$ cat src/rtl/fp_tanh_feeder.sv
// fp_tanh_feeder
//   Queues IEEE-754 double operands in a small FIFO and feeds them one at a
//   time to an fp_tanh unit over its start/done handshake, then presents each
//   result (with the operand's last flag) on a valid/ready output stream.
//   Operand and result bits pass through untouched; ordering is strict FIFO.
//
// Ports
//   clk, rst_n             clock, asynchronous active-low reset
//   in_valid/in_ready      input stream handshake; in_ready = FIFO not full
//   in_data/in_last        operand and its end-of-vector flag
//   out_valid/out_ready    output stream handshake
//   out_data/out_last      tanh result and the matching operand's last flag
//   tanh_in/tanh_start     operand and one-cycle start pulse to fp_tanh
//   tanh_out/tanh_done     result and completion from fp_tanh
//   busy                   operand in flight, FIFO occupied or result pending
//   fifo_count             current FIFO occupancy
module fp_tanh_feeder #(
    parameter int DEPTH  = 8,
    parameter int DATA_W = 64
) (
    input  logic                   clk,
    input  logic                   rst_n,
    input  logic                   in_valid,
    output logic                   in_ready,
    input  logic [DATA_W-1:0]      in_data,
    input  logic                   in_last,
    output logic                   out_valid,
    input  logic                   out_ready,
    output logic [DATA_W-1:0]      out_data,
    output logic                   out_last,
    output logic [DATA_W-1:0]      tanh_in,
    output logic                   tanh_start,
    input  logic [DATA_W-1:0]      tanh_out,
    input  logic                   tanh_done,
    output logic                   busy,
    output logic [$clog2(DEPTH):0] fifo_count
);

    localparam int AW = $clog2(DEPTH);
    localparam logic [AW:0] FULL_CNT = (AW+1)'(DEPTH);

    typedef struct packed {
        logic              last;
        logic [DATA_W-1:0] data;
    } entry_t;

    typedef enum logic [1:0] {IDLE, ISSUE, WAIT, HOLD} state_t;

    entry_t        mem [DEPTH];
    entry_t        head;
    logic [AW-1:0] wr_ptr;
    logic [AW-1:0] rd_ptr;
    logic [AW:0]   count;
    logic          full;
    logic          empty;
    logic          push;
    logic          pop;
    logic          load;
    logic          last_q;
    state_t        state;
    state_t        state_nx;

    // Ready comes from the registered count only, so a pop in the same cycle
    // never opens the input to a push.
    assign full       = (count == FULL_CNT);
    assign empty      = (count == '0);
    assign in_ready   = !full;
    assign push       = in_valid && !full;
    assign pop        = (state == ISSUE);
    assign head       = mem[rd_ptr];
    assign fifo_count = count;
    // The operand has to be on tanh_in during the start cycle, so it is
    // captured on the edge that enters ISSUE; the pop follows at the end of ISSUE.
    assign load       = (state_nx == ISSUE);

    // ---------------- FIFO ----------------
    always_ff @(posedge clk) begin
        if (push) mem[wr_ptr] <= {in_last, in_data};
    end

    always_ff @(posedge clk or negedge rst_n) begin
        if (!rst_n) begin
            wr_ptr <= '0;
            rd_ptr <= '0;
            count  <= '0;
        end else begin
            if (push) wr_ptr <= wr_ptr + AW'(1);
            if (pop)  rd_ptr <= rd_ptr + AW'(1);
            case ({push, pop})
                2'b10:   count <= count + (AW+1)'(1);
                2'b01:   count <= count - (AW+1)'(1);
                default: count <= count;
            endcase
        end
    end

    // ---------------- FSM: state register ----------------
    always_ff @(posedge clk or negedge rst_n) begin
        if (!rst_n) state <= IDLE;
        else        state <= state_nx;
    end

    // ---------------- FSM: next state ----------------
    always_comb begin
        state_nx = state;
        case (state)
            IDLE:    if (!empty && !out_valid) state_nx = ISSUE;
            ISSUE:   state_nx = WAIT;
            WAIT:    if (tanh_done) state_nx = HOLD;
            HOLD:    if (out_valid && out_ready) state_nx = empty ? IDLE : ISSUE;
            default: state_nx = IDLE;
        endcase
    end

    // ---------------- FSM: outputs ----------------
    always_comb begin
        tanh_start = (state == ISSUE);
        busy       = (state != IDLE) || !empty;
    end

    // ---------------- operand / result registers ----------------
    always_ff @(posedge clk or negedge rst_n) begin
        if (!rst_n) begin
            tanh_in   <= '0;
            last_q    <= 1'b0;
            out_data  <= '0;
            out_last  <= 1'b0;
            out_valid <= 1'b0;
        end else begin
            if (load) begin
                tanh_in <= head.data;
                last_q  <= head.last;
            end
            // done is only honoured while waiting; stray or stretched pulses
            // in any other state leave the result register alone.
            if (state == WAIT && tanh_done) begin
                out_data  <= tanh_out;
                out_last  <= last_q;
                out_valid <= 1'b1;
            end else if (state == HOLD && out_ready) begin
                out_valid <= 1'b0;
            end
        end
    end

endmodule

$ cat config.mk
export PLATFORM = sky130hd
export DESIGN_NAME = fp_tanh_feeder
export DESIGN_NICKNAME = d
export VERILOG_FILES = /design/src/rtl/fp_tanh_feeder.sv
export SDC_FILE = /design/constraint.sdc
export NUM_CORES = 1
export LEC_CHECK = 0
export CORE_ASPECT_RATIO = 0.6
export CORE_MARGIN = 2
export CORE_UTILIZATION = 26
export CTS_CLUSTER_DIAMETER = 100
export CTS_CLUSTER_SIZE = 28
export DETAILED_ROUTE_END_ITERATION = 10
export SLEW_MARGIN = 5
export SYNTH_ARGS = -nofsm -noshare
export SYNTH_HDL_FRONTEND = slang
export SYNTH_SLANG_ARGS = --single-unit
$ cat constraint.sdc
create_clock -name clk -period 18.73 [get_ports clk]
set_clock_uncertainty 0.05 [all_clocks]
set_input_delay 3.746 -clock clk [delete_from_list [all_inputs] [get_ports clk]]
set_output_delay 3.746 -clock clk [all_outputs]
set_load 0.01 [all_outputs]
==> flow_summary_export.csv, run 1 <==
group,metric,value,unit
power,p_int,2.98,mW
synthesis,ys_seq_elements,663,
finish,final_nets,1575,
synthesis,synth_xor_xnor_area_share,0.00282,
finish,area_growth_syn_to_layout,20.2,%
sta,worst_slack,12.64,ns
synthesis,ys_seq_area_frac,0.773,
die,io_pins,271,
die,num_rows,87,
placement,portBuffers,270,
routing,ant_nets,0,
sta,finalSetupViolCount,0,
clock_tree,clkLatencyLatePin,0.62,ns
setup_path,crit_path_end_kind,"output pin",
die,fp.dieH,243,um
clock_tree,htreeDepth,1,
finish,multi_input_area,0.00536,mm^2
sta,finalCritPeriodShare,0.325,
setup_path,critPathKind,"reg -> out",
sta,setup_tns,0,ns
synthesis,synth_fa_ha_area_frac,0.00252,
die,core,0.0943,mm^2
run,maxCapViolCount,0,
placement,hpwl,33900,um
global_routing,grt_max_degree,81,
finish,nFillCells,9021,
power,p_seq_frac,0.496,
finish,final_layout_size_suffix_gt1_frac,0.183,
finish,regArea,0.0192,mm^2
power,p_leak,9.74,nW
power,vdd_drop_max,0.0000801,V
setup_path,start_kind,"flip-flop",
synthesis,synth_ff_type,"edfxtp_1",
die,die_area,0.0981,mm^2
synthesis,synthCells,1177,
global_routing,grt_pass1_wl,83500,um
routing,via_per_inst,4.36,
sta,hold_viol,0,
clock_tree,post_cts_buffers,0,
synthesis,yosysWarningCount,0,
clock_tree,cts_sinks,663,
min_path,worstHoldPathType,"reg -> reg",
sta,timing.hold.ws,0.464,ns
synthesis,synthSimpleGateAreaFrac,0.0177,
global_routing,grt_overflow_total,0,
global_routing,grt_pass1_vias,12352,
clock_tree,tritoncts,"done",
power,p_comb_frac,0.327,
finish,final_cell_area,0.0299,mm^2
die,die_w,403,um
sta,relSlewSlack,0.188,
routing,dr.first_iter.drc_count,716,
run_status,outcome,"finished, final reports clean",
power,p_sw,1.30,mW
clock_tree,cts.clk_slew.worst_paths,0.11,ns
synthesis,netlist_area,0.0248,mm^2
global_routing,antenna_found_initial,8,
synthesis,post_synth.cell_area_avg,21.1,um^2
finish,postLayoutCoreUtil,0.317,
synthesis,synth_compound_area_frac,0.0154,
setup_path,crit_fanout,8,
power,power_density,143,mW/mm^2
routing,routed_wl,56400,um
synthesis,synth-edff-count,520,
placement,pre_cts_ws,11.99,ns
routing,drc_errors,0,
clock_tree,cts-buffers-inserted,28,
sta,maxSlewViolCount,0,
clock_tree,clockBufferDepth,3,
synthesis,yosys.cell_types.count,34,
clock_tree,root_buffer,"clkbuf_16",
synthesis,synth_nets,1316,
finish,layout_common_cells,"edfxtp_1 (520), clkdlybuf4s50_1 (269), dfrtp_1 (140), mux4_2 (130)",
global_routing,gr-usage-all-layers,0.112,
synthesis,async_flop_share,0.216,
power,clkPwrFrac,0.177,
finish,final_common_cell,"edfxtp_1",
setup_path,worst-endpoint-arrival,2.29,ns
routing,vias,11799,
placement,place.gp.congestion,0.697,
sta,rsz0062_at_grt,"false",
sta,fmax,164,MHz
die,start_util,0.263,
routing,drt_first_pass_iters,5,
sta,period_minus_slack,6.09,ns
setup_path,cp.required,14.93,ns
placement,dpl_cell_area,0.0290,mm^2
routing,wl_per_cell,20.9,um
power,netSwitchingFraction,0.305,
sta,worst_pin_slew,1.22,ns
clock_tree,cts_resized,0,
synthesis,synth_top_family_by_area,"multiplexers",
synthesis,muxShareOfSynthArea,0.175,
clock_tree,postCtsHoldBufs,0,
synthesized netlist by cell type, types with 2 or more instances:
master    instances  share of area
a21oi_1          68          0.014
buf_1             4        0.00060
buf_2            27         0.0054
buf_4            12         0.0036
buf_6             4         0.0018
clkbuf_1         14         0.0021
dfrtp_1         143           0.14
edfxtp_1        520           0.63
ha_1              5         0.0025
mux2_2           68          0.031
mux2i_1          65          0.026
mux4_2          130           0.12
nand2_1           9         0.0014
nand2b_1          3        0.00076
nand3_1           4        0.00081
nand3b_1          2        0.00060
nor2_1           73          0.011
nor3_1            3        0.00060
o21ai_0           2        0.00040
xnor2_1           4         0.0014
xor2_1            4         0.0014
flip-flops by register name (all words and copies together) (netlist names), 2 cells and up:
signal	cells
fifo_count	4
rd_ptr	3
state	2
tanh_in	64
mem	520
wr_ptr	3
out_data	64
final cells by class:
type / instances / area share
Antenna cell: 1 / 0.0000838
Inverter: 1 / 0.000126
Clock buffer: 45 / 0.0256
Tap cell: 1246 / 0.0522
Clock inverter: 6 / 0.00377
Sequential cell: 663 / 0.643
Multi-Input combinational cell: 452 / 0.180
Timing Repair Buffer: 290 / 0.0956
through the flow:
| step | total power [mW] | cells |
|---|---|---|
| after global placement | 3.58 | 2652 |
| after CTS | 4.37 | 2703 |
| after detailed placement | 3.61 | 2652 |
| final | 4.28 | 2704 |
| after floorplan | 2.97 | 1177 |
| after global routing | 4.52 | 2704 |
worst max-delay path, stage by stage (launching register included):
cell	delay (ns)
dfrtp_1	0.48
or4b_1	0.67
clkdlybuf4s50_1	0.54
worst paths after layout:
check | cells after the start | endpoint | from | slack, ns
max in group asynchronous | 3 | tanh_in[44] | rst_n | 13.74
setup / recovery | 2 | in_ready | fifo_count[1] | 12.64
setup reg to reg | 4 | tanh_in[41] | rd_ptr[1] | 15.44
hold / removal | 1 | out_data[15] | out_data[15] | 0.46
min in group asynchronous | 1 | tanh_in[38] | rst_n | 3.03
hold reg to reg | 1 | out_data[15] | out_data[15] | 0.46
cells by family after synthesis:
family	Yosys count
compound gates	74
xor+xnor	8
fa+ha+maj	5
buf+inv	62
flops	663
mux	263
simple gates	102
per-layer routing:
metal | track usage | vias to the layer above | share of wire
met5 | 0 | - | 0.0012
met2 | 0.186 | 189 | 0.49
met3 | 0.0221 | 62 | 0.044
met1 | 0.155 | 6337 | 0.45
li1 | - | 5199 | -
met4 | 0.0184 | 12 | 0.016
power by group through the flow:
stage,clock network [mW],registers (mW),logic (mW)
5_1_grt,0.841,2.17,1.52
3_5_place_dp,0,2.17,1.44
3_3_place_gp,0,2.15,1.43
4_1_cts,0.792,2.14,1.44
2_1_floorplan,0,2.13,0.838
6_report,0.758,2.12,1.40
Note: power is estimated with default switching activity, not from simulation.
==> run 2: changes to the inputs <==
==> constraint.sdc (replaced) <==
create_clock -name clk -period 6.1 [get_ports clk]
set_clock_uncertainty 0.05 [all_clocks]
set_input_delay 1.22 -clock clk [delete_from_list [all_inputs] [get_ports clk]]
set_output_delay 1.22 -clock clk [all_outputs]
set_load 0.01 [all_outputs]
==> flow_summary_export.csv, run 2 (synthesis results as in run 1) <==
group,metric,value,unit
setup_path,regToRegSetupSlack,3.08,ns
routing,dr.first_iter.drc_count,770,
global_routing,gr-usage-all-layers,0.108,
min_path,worstHoldPathType,"reg -> reg",
global_routing,grt_pass1_wl,80200,um
setup_path,crit_end,"busy",
finish,layout_common_cells,"edfxtp_1 (520), clkdlybuf4s50_1 (269), dfrtp_1 (140), mux4_2 (130)",
sta,relSlewSlack,0.275,
run,maxCapViolCount,0,
power,power_density,440,mW/mm^2
power,total_power,13.2,mW
sta,setup_tns,0,ns
finish,largest_reg_flops,520,
sta,rsz0062_at_grt,"false",
routing,drc_errors,0,
sta,hold_viol,0,
sta,finalSetupViolCount,0,
sta,maxSlewViolCount,0,
sta,period_minus_slack,3.64,ns
setup_path,cp-startpoint,"fifo_count[1]",
die,die_area,0.0981,mm^2
clock_tree,cts.clk_slew.worst_paths,0.11,ns
sta,fmax,275,MHz
clock_tree,root_buffer,"clkbuf_16",
die,fp.dieH,243,um
routing,drt_first_pass_iters,6,
routing,via_per_inst,4.28,
clock_tree,cts-buffers-inserted,30,
clock_tree,post_cts_buffers,0,
placement,dpl.cell_count,2652,
run_status,outcome,"finished, final reports clean",
setup_path,timing.rr.end,"mem[4][11]",
routing,vias,11603,
placement,place.gp.congestion,0.701,
die,core,0.0943,mm^2
global_routing,grt_overflow_total,0,
clock_tree,tritoncts,"done",
routing,ant_nets,0,
die,die_w,403,um
power,p_leak,9.80,nW
global_routing,antenna_found_initial,5,
clock_tree,clkLatencyLatePin,0.64,ns
finish,reg.largest.list,"mem x520, out_data x64, tanh_in x64",
finish,final_layout_size_suffix_gt1_frac,0.184,
clock_tree,cts_resized,0,
setup_path,r2r_start,"fifo_count[1]",
finish,regMostFlops,"mem",
die,num_rows,87,
finish,final_nets,1577,
setup_path,reg2reg_depth,5,
placement,portBuffers,270,
sta,finalCritPeriodShare,0.596,
placement,hpwl,33000,um
routing,routed_wl,54100,um
setup_path,crit_path_end_kind,"output pin",
global_routing,grt_pass1_vias,12093,
finish,area_growth_syn_to_layout,21.0,%
die,start_util,0.263,
die,io_pins,271,
setup_path,worst-endpoint-arrival,2.37,ns
clock_tree,htreeDepth,1,
setup_path,crit_fanout,8,
power,vdd_drop_max,0.000290,V
finish,postLayoutCoreUtil,0.319,
clock_tree,postCtsHoldBufs,0,
routing,wl_per_cell,19.9,um
finish,final_common_cell,"edfxtp_1",
clock_tree,clockBufferDepth,3,
setup_path,start_kind,"flip-flop",
setup_path,critPathKind,"reg -> out",
sta,worst_pin_slew,1.09,ns
clock_tree,cts_sinks,663,
global_routing,grt_max_degree,81,
finish,layout.cells.non_filler,2710,
setup_path,cp.required,4.83,ns
## run 2: cell count changes in the layout (fill, tap and decap cells not counted), moves of 3 or more
cell,previous run,this run
buf_12,0,7
clkbuf_16,28,31
clkbuf_1,17,20
buf_4,20,13
## run 2: worst min-delay path by stage
stage,start,end,cells past startpoint
finish,out_last,out_last,1
global route,out_data[22],out_data[22],1
CTS,out_data[54],out_data[54],1
detailed placement,out_data[54],out_data[54],1
global placement,out_data[12],out_data[12],1
floorplan,last_q,out_last,1
## run 2: area by class of cell
| type | count | area [um^2] |
|---|---|---|
| clock inverter | 5 | 106 |
| fill | 8999 | 64200 |
| timing repair buffer | 290 | 2940 |
| antenna | 2 | 5.00 |
| inverter | 1 | 3.75 |
| multi-input combinational | 452 | 5370 |
| tap | 1246 | 1560 |
| clock buffer | 51 | 851 |
| sequential | 663 | 19200 |
## run 2: critical path, stage by stage (launching register included)
cell and delay (ns):
dfrtp_1 0.49, nor4_2 0.61, nand2_1 0.12, clkdlybuf4s50_1 0.51
## run 2: metal layers
metal	global-route usage	up-vias	part of all wire
li1	-	5209	-
met1	0.152	6160	0.46
met2	0.180	178	0.49
met3	0.0169	54	0.033
met4	0.0173	2	0.015
met5	0	-	0.00024
## run 2: power by group
part           internal (mW)  leakage, nW  switching (mW)
Clock                  0.997        0.453            1.42
Combinational           2.31         3.01            2.07
Sequential              5.88         6.34           0.552
## run 2: per-stage QoR
| stage | cell area (um^2) | hold WS [ns] | worst slack (ns) |
|---|---|---|---|
| floorplan | 24800 | 0.431 | 1.16 |
| global placement | 29100 | 0.437 | 2.10 |
| finish | 30000 | 0.464 | 2.46 |
| CTS | 30000 | 0.466 | 2.40 |
| detailed placement | 29100 | 0.441 | 2.11 |
| global route | 30000 | 0.479 | 2.29 |
==> run 3: changes to the inputs <==
==> constraint.sdc (replaced) <==
create_clock -name clk -period 3.8 [get_ports clk]
set_clock_uncertainty 0.05 [all_clocks]
set_input_delay 0.76 -clock clk [delete_from_list [all_inputs] [get_ports clk]]
set_output_delay 0.76 -clock clk [all_outputs]
set_load 0.01 [all_outputs]
==> flow_summary_export.csv, run 3 (synthesis results as in run 1) <==
group,metric,value,unit
global_routing,gr-usage-all-layers,0.110,
power,vdd_drop_max,0.000535,V
finish,final_common_cell,"edfxtp_1",
die,fp.dieH,243,um
finish,regMostFlops,"mem",
sta,setup_tns,0,ns
setup_path,cp-startpoint,"fifo_count[0]",
finish,postLayoutCoreUtil,0.320,
die,die_w,403,um
clock_tree,post_cts_buffers,0,
placement,hpwl,34300,um
finish,largest_reg_flops,520,
clock_tree,clockBufferDepth,3,
die,io_pins,271,
clock_tree,tritoncts,"done",
placement,pre_cts_ws,0.892,ns
global_routing,grt_pass1_vias,12186,
routing,ant_nets,0,
clock_tree,root_buffer,"clkbuf_16",
die,die_area,0.0981,mm^2
clock_tree,cts.clk_slew.worst_paths,0.11,ns
placement,place.gp.congestion,0.691,
setup_path,r2r_start,"fifo_count[0]",
clock_tree,cts_sinks,663,
setup_path,cp.required,2.99,ns
setup_path,crit_path_end_kind,"output pin",
setup_path,worst-endpoint-arrival,2.35,ns
sta,finalSetupViolCount,0,
sta,worst_slack,0.641,ns
routing,drc_errors,0,
sta,maxSlewViolCount,0,
routing,drt_first_pass_iters,5,
finish,nFillCells,8972,
placement,portBuffers,270,
finish,area_growth_syn_to_layout,21.4,%
routing,dr.first_iter.drc_count,910,
setup_path,crit_fanout,8,
global_routing,grt_overflow_total,0,
power,p_leak,9.84,nW
run,maxCapViolCount,0,
clock_tree,htreeDepth,1,
die,num_rows,87,
power,power_density,704,mW/mm^2
finish,reg.largest.list,"mem x520, out_data x64, tanh_in x64",
power,total_power,21.2,mW
placement,dpl.cell_count,2658,
finish,final_layout_size_suffix_gt1_frac,0.187,
clock_tree,clkLatencyLatePin,0.61,ns
finish,final_nets,1583,
finish,layout_common_cells,"edfxtp_1 (520), clkdlybuf4s50_1 (269), dfrtp_1 (140), mux4_2 (130)",
sta,finalCritPeriodShare,0.831,
min_path,worstHoldPathType,"reg -> reg",
setup_path,critPathKind,"reg -> out",
setup_path,start_kind,"flip-flop",
sta,relSlewSlack,0.449,
min_path,hold_start,"out_data[16]",
global_routing,grt_max_degree,83,
routing,routed_wl,55300,um
global_routing,antenna_found_initial,13,
sta,rsz0062_at_grt,"false",
routing,vias,11690,
die,core,0.0943,mm^2
routing,via_per_inst,4.30,
sta,period_minus_slack,3.16,ns
run_status,outcome,"finished, final reports clean",
sta,fmax,317,MHz
global_routing,grt_pass1_wl,81600,um
sta,worst_pin_slew,0.826,ns
die,start_util,0.263,
routing,wl_per_cell,20.4,um
clock_tree,cts-buffers-inserted,29,
finish,layout.cells.non_filler,2716,
sta,hold_viol,0,
[run 3: cell types whose count changed in the layout (fill, tap and decap cells not counted), sizes merged]
cell         delta
dlygate4sd3     +1
diode           +2
clkinvlp        +1
clkinv          -1
clkbuf          -3
buf             +6
[run 3: final timing paths]
path / slack (ns) / depth (start not counted) / to
max: 0.64 / 3 / busy
min: 0.46 / 1 / out_data[16]
max reg2reg: 1.17 / 9 / fifo_count[2]
min reg2reg: 0.46 / 1 / out_data[16]
max in group asynchronous: 2.30 / 3 / tanh_in[12]
min in group asynchronous: 0.55 / 2 / out_data[53]
[run 3: what timing repair did]
item,in CTS,in global routing
hold endpoints to repair,23,0
hold buffers,1,0
gates resized for setup,0,0
[run 3: area by class of cell]
| cell class | count | area, um^2 | share of cell area |
|---|---|---|---|
| clock inverters | 5 | 72.6 | 0.00241 |
| diodes | 4 | 10.0 | 0.000332 |
| repair buffers | 297 | 3110 | 0.103 |
| flip-flops and latches | 663 | 19200 | 0.637 |
| well taps | 1246 | 1560 | 0.0517 |
| clock buffers | 48 | 807 | 0.0268 |
| inverters | 1 | 3.75 | 0.000125 |
| multi-input cells | 452 | 5370 | 0.178 |
[run 3: per-layer routing]
layer / routed length, um / vias up / track usage
li1: - / 5228 / -
met1: 24200 / 6214 / 0.147
met2: 27300 / 166 / 0.182
met3: 2780 / 64 / 0.0280
met4: 876 / 18 / 0.0184
met5: 109 / - / 0
[run 3: worst max-delay path, stage by stage (launching register included)]
cell             delay, ns
dfrtp_1               0.49
nor4_2                0.61
nand2_1               0.12
clkdlybuf4s50_1       0.52
[run 3: power by group]
| part | leakage [nW] | total [mW] | switching [mW] | internal (mW) |
|---|---|---|---|---|
| sequential | 6.34 | 10.3 | 0.825 | 9.43 |
| clock | 0.417 | 3.71 | 2.20 | 1.51 |
| combinational | 3.08 | 7.27 | 3.46 | 3.81 |
| total | 9.84 | 21.2 | 6.48 | 14.8 |
[run 3: stage by stage]
step           hold slack [ns]  area (um^2)
2_1_floorplan            0.414        24900
3_3_place_gp             0.436        29200
3_5_place_dp             0.442        29200
4_1_cts                  0.467        30100
5_1_grt                  0.475        30100
6_report                 0.461        30100
